<file path="src/rtl/histogram_control_if.sv">
// Host/datapath handshake bundle for the histogram controller.
// The controller side uses the slave modport; the host/datapath side uses master.
interface histogram_control_if;
    logic start;
    logic all_pixel_written;
    logic set_read_address_input_mem;
    logic read_data_ready_input_mem;
    logic set_read_address_scratch_mem;
    logic read_data_ready_scratch_mem;
    logic set_write_address_scratch_mem;
    logic shift_scratch_memory_rw_address;
    logic busy;
    logic done;
    logic sequence_error;

    modport slave (
        input  start,
        input  all_pixel_written,
        output set_read_address_input_mem,
        output read_data_ready_input_mem,
        output set_read_address_scratch_mem,
        output read_data_ready_scratch_mem,
        output set_write_address_scratch_mem,
        output shift_scratch_memory_rw_address,
        output busy,
        output done,
        output sequence_error
    );

    modport master (
        output start,
        output all_pixel_written,
        input  set_read_address_input_mem,
        input  read_data_ready_input_mem,
        input  set_read_address_scratch_mem,
        input  read_data_ready_scratch_mem,
        input  set_write_address_scratch_mem,
        input  shift_scratch_memory_rw_address,
        input  busy,
        input  done,
        input  sequence_error
    );
endinterface

</file>
<file path="src/rtl/histogram_control.sv">
// Sequencer for the histogram datapath: walks word pairs, then 32 pixel RMW updates each.
// Latency: (2+L+32*(4+L)) cycles per word pair, done one cycle after the last SHIFT.
// No backpressure: strobes are fixed-schedule; start is ignored unless idle.
module histogram_control #(
    parameter int unsigned NUM_WORD_PAIRS   = 128,
    parameter int unsigned MEM_READ_LATENCY = 1
) (
    input  logic              clock,
    input  logic              reset_n,
    histogram_control_if.slave bus
);

    localparam logic [15:0] LAST_PAIR = 16'(NUM_WORD_PAIRS - 1);
    localparam logic [2:0]  LAST_WAIT = 3'(MEM_READ_LATENCY - 1);
    localparam logic [5:0]  PIXELS    = 6'd32;

    typedef enum logic [3:0] {
        IDLE,
        SET_IN,
        WAIT_IN,
        IN_READY,
        SET_SCR,
        WAIT_SCR,
        SCR_READY,
        WRITE,
        SHIFT,
        DONE
    } state_t;

    state_t      state_q, state_d;
    logic [2:0]  wait_cnt_q, wait_cnt_d;
    logic [5:0]  pixel_count_q, pixel_count_d;
    logic [15:0] pair_count_q, pair_count_d;
    logic        seq_err_q, seq_err_d;

    always_ff @(posedge clock or negedge reset_n) begin
        if (!reset_n) begin
            state_q       <= IDLE;
            wait_cnt_q    <= 3'd0;
            pixel_count_q <= 6'd0;
            pair_count_q  <= 16'd0;
            seq_err_q     <= 1'b0;
        end else begin
            state_q       <= state_d;
            wait_cnt_q    <= wait_cnt_d;
            pixel_count_q <= pixel_count_d;
            pair_count_q  <= pair_count_d;
            seq_err_q     <= seq_err_d;
        end
    end

    always_comb begin
        state_d       = state_q;
        wait_cnt_d    = wait_cnt_q;
        pixel_count_d = pixel_count_q;
        pair_count_d  = pair_count_q;
        seq_err_d     = seq_err_q;

        case (state_q)
            IDLE: begin
                if (bus.start) begin
                    state_d       = SET_IN;
                    seq_err_d     = 1'b0;
                    pair_count_d  = 16'd0;
                    pixel_count_d = 6'd0;
                end
            end
            SET_IN: begin
                state_d    = WAIT_IN;
                wait_cnt_d = 3'd0;
            end
            WAIT_IN: begin
                if (wait_cnt_q == LAST_WAIT) begin
                    state_d    = IN_READY;
                    wait_cnt_d = 3'd0;
                end else begin
                    wait_cnt_d = wait_cnt_q + 3'd1;
                end
            end
            IN_READY: state_d = SET_SCR;
            SET_SCR: begin
                state_d    = WAIT_SCR;
                wait_cnt_d = 3'd0;
            end
            WAIT_SCR: begin
                if (wait_cnt_q == LAST_WAIT) begin
                    state_d    = SCR_READY;
                    wait_cnt_d = 3'd0;
                end else begin
                    wait_cnt_d = wait_cnt_q + 3'd1;
                end
            end
            SCR_READY: state_d = WRITE;
            WRITE: begin
                state_d       = SHIFT;
                pixel_count_d = pixel_count_q + 6'd1;
            end
            SHIFT: begin
                // Datapath flag must agree with our own pixel count; mismatch is only reported.
                if (bus.all_pixel_written != (pixel_count_q == PIXELS)) begin
                    seq_err_d = 1'b1;
                end
                if (pixel_count_q < PIXELS) begin
                    state_d = SET_SCR;
                end else if (pair_count_q == LAST_PAIR) begin
                    state_d = DONE;
                end else begin
                    state_d       = SET_IN;
                    pair_count_d  = pair_count_q + 16'd1;
                    pixel_count_d = 6'd0;
                end
            end
            DONE:    state_d = IDLE;
            default: state_d = IDLE;
        endcase
    end

    // Strobes decode straight from the state register so reset clears them at once.
    assign bus.set_read_address_input_mem      = (state_q == SET_IN);
    assign bus.read_data_ready_input_mem       = (state_q == IN_READY);
    assign bus.set_read_address_scratch_mem    = (state_q == SET_SCR);
    assign bus.read_data_ready_scratch_mem     = (state_q == SCR_READY);
    assign bus.set_write_address_scratch_mem   = (state_q == WRITE);
    assign bus.shift_scratch_memory_rw_address = (state_q == SHIFT);
    assign bus.busy                            = (state_q != IDLE);
    assign bus.done                            = (state_q == DONE);
    assign bus.sequence_error                  = seq_err_q;

endmodule

</file>
<file path="src/flat_wrapper.sv">
// flat-port wrapper written by rule: the top's interface ports become plain ports
module histogram_control_flat 
#(
    parameter int unsigned NUM_WORD_PAIRS   = 128,
    parameter int unsigned MEM_READ_LATENCY = 1
)
  (clock, reset_n, bus_start, bus_all_pixel_written, bus_set_read_address_input_mem, bus_read_data_ready_input_mem, bus_set_read_address_scratch_mem, bus_read_data_ready_scratch_mem, bus_set_write_address_scratch_mem, bus_shift_scratch_memory_rw_address, bus_busy, bus_done, bus_sequence_error);
  histogram_control_if bus_i ();
  input  logic clock;
  input  logic reset_n;
  input wire logic [$bits(bus_i.start)-1:0] bus_start;
  input wire logic [$bits(bus_i.all_pixel_written)-1:0] bus_all_pixel_written;
  output wire logic [$bits(bus_i.set_read_address_input_mem)-1:0] bus_set_read_address_input_mem;
  output wire logic [$bits(bus_i.read_data_ready_input_mem)-1:0] bus_read_data_ready_input_mem;
  output wire logic [$bits(bus_i.set_read_address_scratch_mem)-1:0] bus_set_read_address_scratch_mem;
  output wire logic [$bits(bus_i.read_data_ready_scratch_mem)-1:0] bus_read_data_ready_scratch_mem;
  output wire logic [$bits(bus_i.set_write_address_scratch_mem)-1:0] bus_set_write_address_scratch_mem;
  output wire logic [$bits(bus_i.shift_scratch_memory_rw_address)-1:0] bus_shift_scratch_memory_rw_address;
  output wire logic [$bits(bus_i.busy)-1:0] bus_busy;
  output wire logic [$bits(bus_i.done)-1:0] bus_done;
  output wire logic [$bits(bus_i.sequence_error)-1:0] bus_sequence_error;
  assign bus_i.start = bus_start;
  assign bus_i.all_pixel_written = bus_all_pixel_written;
  assign bus_set_read_address_input_mem = bus_i.set_read_address_input_mem;
  assign bus_read_data_ready_input_mem = bus_i.read_data_ready_input_mem;
  assign bus_set_read_address_scratch_mem = bus_i.set_read_address_scratch_mem;
  assign bus_read_data_ready_scratch_mem = bus_i.read_data_ready_scratch_mem;
  assign bus_set_write_address_scratch_mem = bus_i.set_write_address_scratch_mem;
  assign bus_shift_scratch_memory_rw_address = bus_i.shift_scratch_memory_rw_address;
  assign bus_busy = bus_i.busy;
  assign bus_done = bus_i.done;
  assign bus_sequence_error = bus_i.sequence_error;
  histogram_control #(.NUM_WORD_PAIRS(NUM_WORD_PAIRS), .MEM_READ_LATENCY(MEM_READ_LATENCY)) u_core (.clock(clock), .reset_n(reset_n), .bus(bus_i));
endmodule
</file>
<file path="config.mk">
export PLATFORM = sky130hd
export DESIGN_NAME = histogram_control_flat
export DESIGN_NICKNAME = d
export VERILOG_FILES = /design/src/rtl/histogram_control_if.sv /design/src/rtl/histogram_control.sv /design/src/flat_wrapper.sv
export SDC_FILE = /design/constraint.sdc
export NUM_CORES = 1
export LEC_CHECK = 0
export CORE_AREA = 2 2 60 62
export CTS_CLUSTER_SIZE = 12
export DETAILED_ROUTE_END_ITERATION = 10
export DIE_AREA = 0 0 62 64
export PLACE_DENSITY = 0.77
export SKIP_CTS_REPAIR_TIMING = 1
export SLEW_MARGIN = 30
export SYNTH_ARGS = -nofsm -noshare
export SYNTH_HDL_FRONTEND = slang
export SYNTH_SLANG_ARGS = --single-unit
</file>
<file path="constraint.sdc">
create_clock -name clock -period 2.2 [get_ports clock]
set_clock_uncertainty 0.05 [all_clocks]
set_input_delay 0.44 -clock clock [delete_from_list [all_inputs] [get_ports clock]]
set_output_delay 0.44 -clock clock [all_outputs]
set_load 0.03 [all_outputs]
</file>
### Word-level counts from Yosys, hierarchy flattened

Cells that the tools add are included.

* $lt $le $gt $ge: 1
* reduce and logical (&&, ||, !) cells: 12
* add/sub/neg operators: 3
* mux-type cells: 19
* equal/unequal tests: 18

Operators by type and width (count)
* 16-bit two-way mux: 3
* 4-bit one-hot mux with 9 select lines: 1
* 16-bit one-hot mux with 2 select lines: 1
* 4-bit two-way mux: 5
* 6-bit two-way mux: 3
* 6-bit one-hot mux with 3 select lines: 1
* 16-bit by 1-bit adder with 16-bit output, second input constant: 1
* 16-bit by 7-bit equality test with 1-bit output, second input constant: 1
* 4-bit by 3-bit equality test with 1-bit output, second input constant: 4
* 4-bit by 2-bit equality test with 1-bit output, second input constant: 2
* 4-bit equality test, second input constant: 2
* 4-bit AND reduction: 2
* 6-bit by 1-bit adder with 6-bit output, second input constant: 1
* 6-bit equality test, second input constant: 1
* 6-bit less-than comparator, second input constant: 1
* 2-bit by 1-bit inequality test with 1-bit output, second input constant: 3
* 2-bit inequality test, second input constant: 3
* 3-bit one-hot mux with 2 select lines: 1
* 3-bit AND reduction: 2
* 4-bit by 1-bit equality test with 1-bit output, second input constant: 1
* 4-bit zero test: 1
* 2-bit nonzero test: 2
* 4-bit nonzero test: 1
* 2-bit OR reduction: 2
* 7 further kinds: 8

* bits of input ports: 4
* logic and storage cells: 58
* flip-flop bits (word level): 30

### Logic depth before layout (Yosys ltp)

* word-level depth: 4
* mapped depth: 7
* mapped depth without buffers: 7

### Worst setup path before layout

No wires, ideal clock.

* kind: register -> output
* start: register u_core.state_q[3]
* end: output bus_read_data_ready_input_mem
* setup slack: 255 ps
* cell stages (with the launch flop): 4
* arrival time: 1455 ps
* cells stage by stage: dfrtp_1 > buf_2 > buf_1 > nor3_1

* cells in the longest elaborated chain, start to end: 1

RTL lines
* from (decl): line histogram_control.sv:30 `state_t state_q, state_d;`
* from (signal assigned): line histogram_control.sv:44 `state_q <= state_d;`
* 4-bit by 2-bit equality test with 1-bit output: line histogram_control.sv:120 `assign bus.read_data_ready_input_mem = (state_q == IN_READY);`
* to (decl): line flat_wrapper.sv:14 `output wire logic [$bits(bus_i.read_data_ready_input_mem)-1:0] bus_read_data_ready_input_mem;`

No other way between the ends.

### Final worst setup path

* start: register u_core.state_q[1]
* end: output bus_busy

* cells in the longest elaborated chain, start to end: 1

RTL lines
* 4-bit nonzero test: line histogram_control.sv:125 `assign bus.busy = (state_q != IDLE);`
* to (decl): line flat_wrapper.sv:19 `output wire logic [$bits(bus_i.busy)-1:0] bus_busy;`

No other way between the ends.

==> summary.txt <==
Clock network
  – Clock Tree Buf Depth: 2
  – Worst-Skew Late Latency: 0.33 ns
  – Clk slew on worst S/H paths: 0.09 ns
  – H-Tree Depth: 2
  – CTS tree: done
  – Number of CTS-inserted buffers: 5
  – CTS Root Cell: clkbuf_4
  – Clock sink total: 30

Drt
  – Via count of the routed design: 1755
  – Top Layer Used: met4
  – Final wirelength: 4.384 mm
  – DRC: 0
  – Via density: 6.031
  – DR WL met3: 192 um
  – Post-DRT Antenna Nets: 0
  – Wl on met1: 2.010 mm
  – WL per Instance: 15.07 um
  – Iter 0 DRT Violations: 134
  – Drt first pass iters: 4
  – WL met2: 2.141 mm

Synthesis
  – Register area share after synthesis: 39.95%
  – Cell count after synthesis: 220
  – Yosys top cell by area: dfrtp_1
  – Yosys top cell area share: 39.95%
  – Netlist cell types: 49
  – Synth Register Bits: 30
  – Syn Area/Cell: 8.542 um2
  – Ys async rst share: 100.0%
  – Syn_nets: 229
  – Synth warn: 0
  – Synthesized area: 1879 um2
  – Top post-synthesis cells by area: dfrtp_1, nand2_1, nor2_1
  – Post-synth EDFFs: 0
  – Top FF cell, synth: dfrtp_1

Placed design
  – # port buffers: 12
  – Post-detail-place hpwl: 3.050 mm
  – RD Place Congestion: 0.9345
  – Placement Cell Area: 2087 um2

Global routing
  – Antenna violations before repair: 0
  – Total global routing overflow: 0
  – GRT Resource Usage Total: 25.66%
  – Number of global-route vias before repair: 1675
  – Largest net degree at the start of global routing: 31
  – First-pass GRT wire length: 7.665 mm

Cells and area
  – Most common cell after layout, fill and taps aside: dfrtp_1
  – Post-layout util: 67.24%
  – Commonest cells after routing, fill and taps aside: dfrtp_1, nand2_1, buf_4
  – Area grow syn2layout: 17.51%
  – Layout cells sized above 1: 17.55%
  – Post-route cell area: 2208 um2
  – N_diodes: 0
  – Final nets: 255

Setup path
  – Crit path DAT: 1.62 ns
  – Crit path capture type: output pin
  – Worst-path maximum fanout: 7
  – Critical Path Source Type: register
  – Reg-to-reg slack, setup: 0.23 ns
  – WP data required: 1.71 ns
  – Worst Path Class, Setup: reg2out

STA
  – FMAX: 0.4732 GHz
  – Max-slew headroom: 60.71%
  – Min cycle time layout: 2.113 ns
  – Slew Viols, Final: 0
  – Setup violations, final: 0
  – Tightest Pin Transition: 0.5861 ns
  – Tcrit/Tclk final: 96.05%
  – Hold Vio Cnt, Final: 0
  – WHS: 0.4498 ns
  – Unrepaired setup endpoints after global routing: false

Die
  – DIE AREA: 3968 um2
  – Die width: 62 um
  – Core area: 3284 um2
  – Num rows: 21
  – IO Pins: 13
  – Initial core utilization: 57.22%
  – Die Y: 64 um

Power and ir drop
  – Leakage: 0.0009680 uW
  – PD cells: 409.6 nW/um2
  – Maximum vdd drop: 0.3519 mV

Job
  – Max cap viols: 0

Min path
  – Worst hold path type: in2async

Status
  – Outcome: finished, final reports clean
==> flip-flops by register name, summed over array words and instances, names as in the netlist <==
signal                     flops
u_core.wait_cnt_q              3
u_core.state_q                 4
u_core.bus.sequence_error      1
u_core.pixel_count_q           6
u_core.pair_count_q           16
==> metal layers <==
metal,global-route usage [%],up-vias
met1,35.12,833
met2,39.06,51
li1,-,867
met5,0,-
met4,8.245,0
met3,6.680,4
==> Yosys cell counts, types with 6 or more instances <==
master and instances:
dfrtp_1 30, inv_1 9, nor2_1 20, a21oi_1 13, nand2_1 24, clkbuf_1 6
nor3_1 8, o21ai_0 12, nand3_1 13, o21ai_1 8, o31ai_1 7
==> through the flow <==
stage               power (uW)  setup WS (ns)  instances  TNS [ns]
floorplan                568.7         0.2551        220         0
global placement         588.8         0.1437        279         0
detailed placement       589.4        0.08986        279         0
CTS                      913.2        -0.2546        285   -0.9019
global route             935.2        0.01215        291         0
finish                   904.6        0.08694        291         0
==> layout make-up <==
cell class / instances / area, um2
clock buffer: 6 / 51.30
fill: 280 / 1076
inverter: 9 / 33.78
multi-input combinational: 171 / 1066
sequential: 30 / 752.0
tap: 46 / 57.56
timing repair buffer: 29 / 247.7
==> report_power, final <==
part           internal, uW  switching [uW]  total, uW
sequential              552           0.736        552
combinational          9.51            15.7       25.2
clock                   144             183        327
total                   705             200        905
==> cell families (layout without fill, tap and decap cells) <==
| family | after synthesis | after routing | share of synthesized area (%) |
|---|---|---|---|
| buf+inv | 19 | 44 | 4.061 |
| xor+xnor | 2 | 2 | 0.9323 |
| flops | 30 | 30 | 39.95 |
| mux | 3 | 3 | 1.731 |
| compound gates | 69 | 69 | 24.43 |
| fa+ha+maj | 5 | 5 | 3.329 |
| simple gates | 92 | 92 | 25.57 |
==> worst max-delay path: stages (launching register included) <==
cell and delay [ns]:
dfrtp_1 0.47, or4_1 0.56, dlymetal6s2s_1 0.26
==> worst paths after layout <==
kind | startpoint | end | cells past startpoint
min in group clock | u_core.wait_cnt_q[1] | u_core.wait_cnt_q[1] | 2
worst min-delay path | reset_n | u_core.state_q[1] | 2
worst min register to register | u_core.wait_cnt_q[1] | u_core.wait_cnt_q[1] | 2
worst max register to register | u_core.pair_count_q[10] | u_core.pair_count_q[5] | 5
worst max-delay path | u_core.state_q[1] | bus_busy | 2
max in group asynchronous | reset_n | u_core.state_q[2] | 2
No activity file was read; power rests on OpenSTA's default activity.
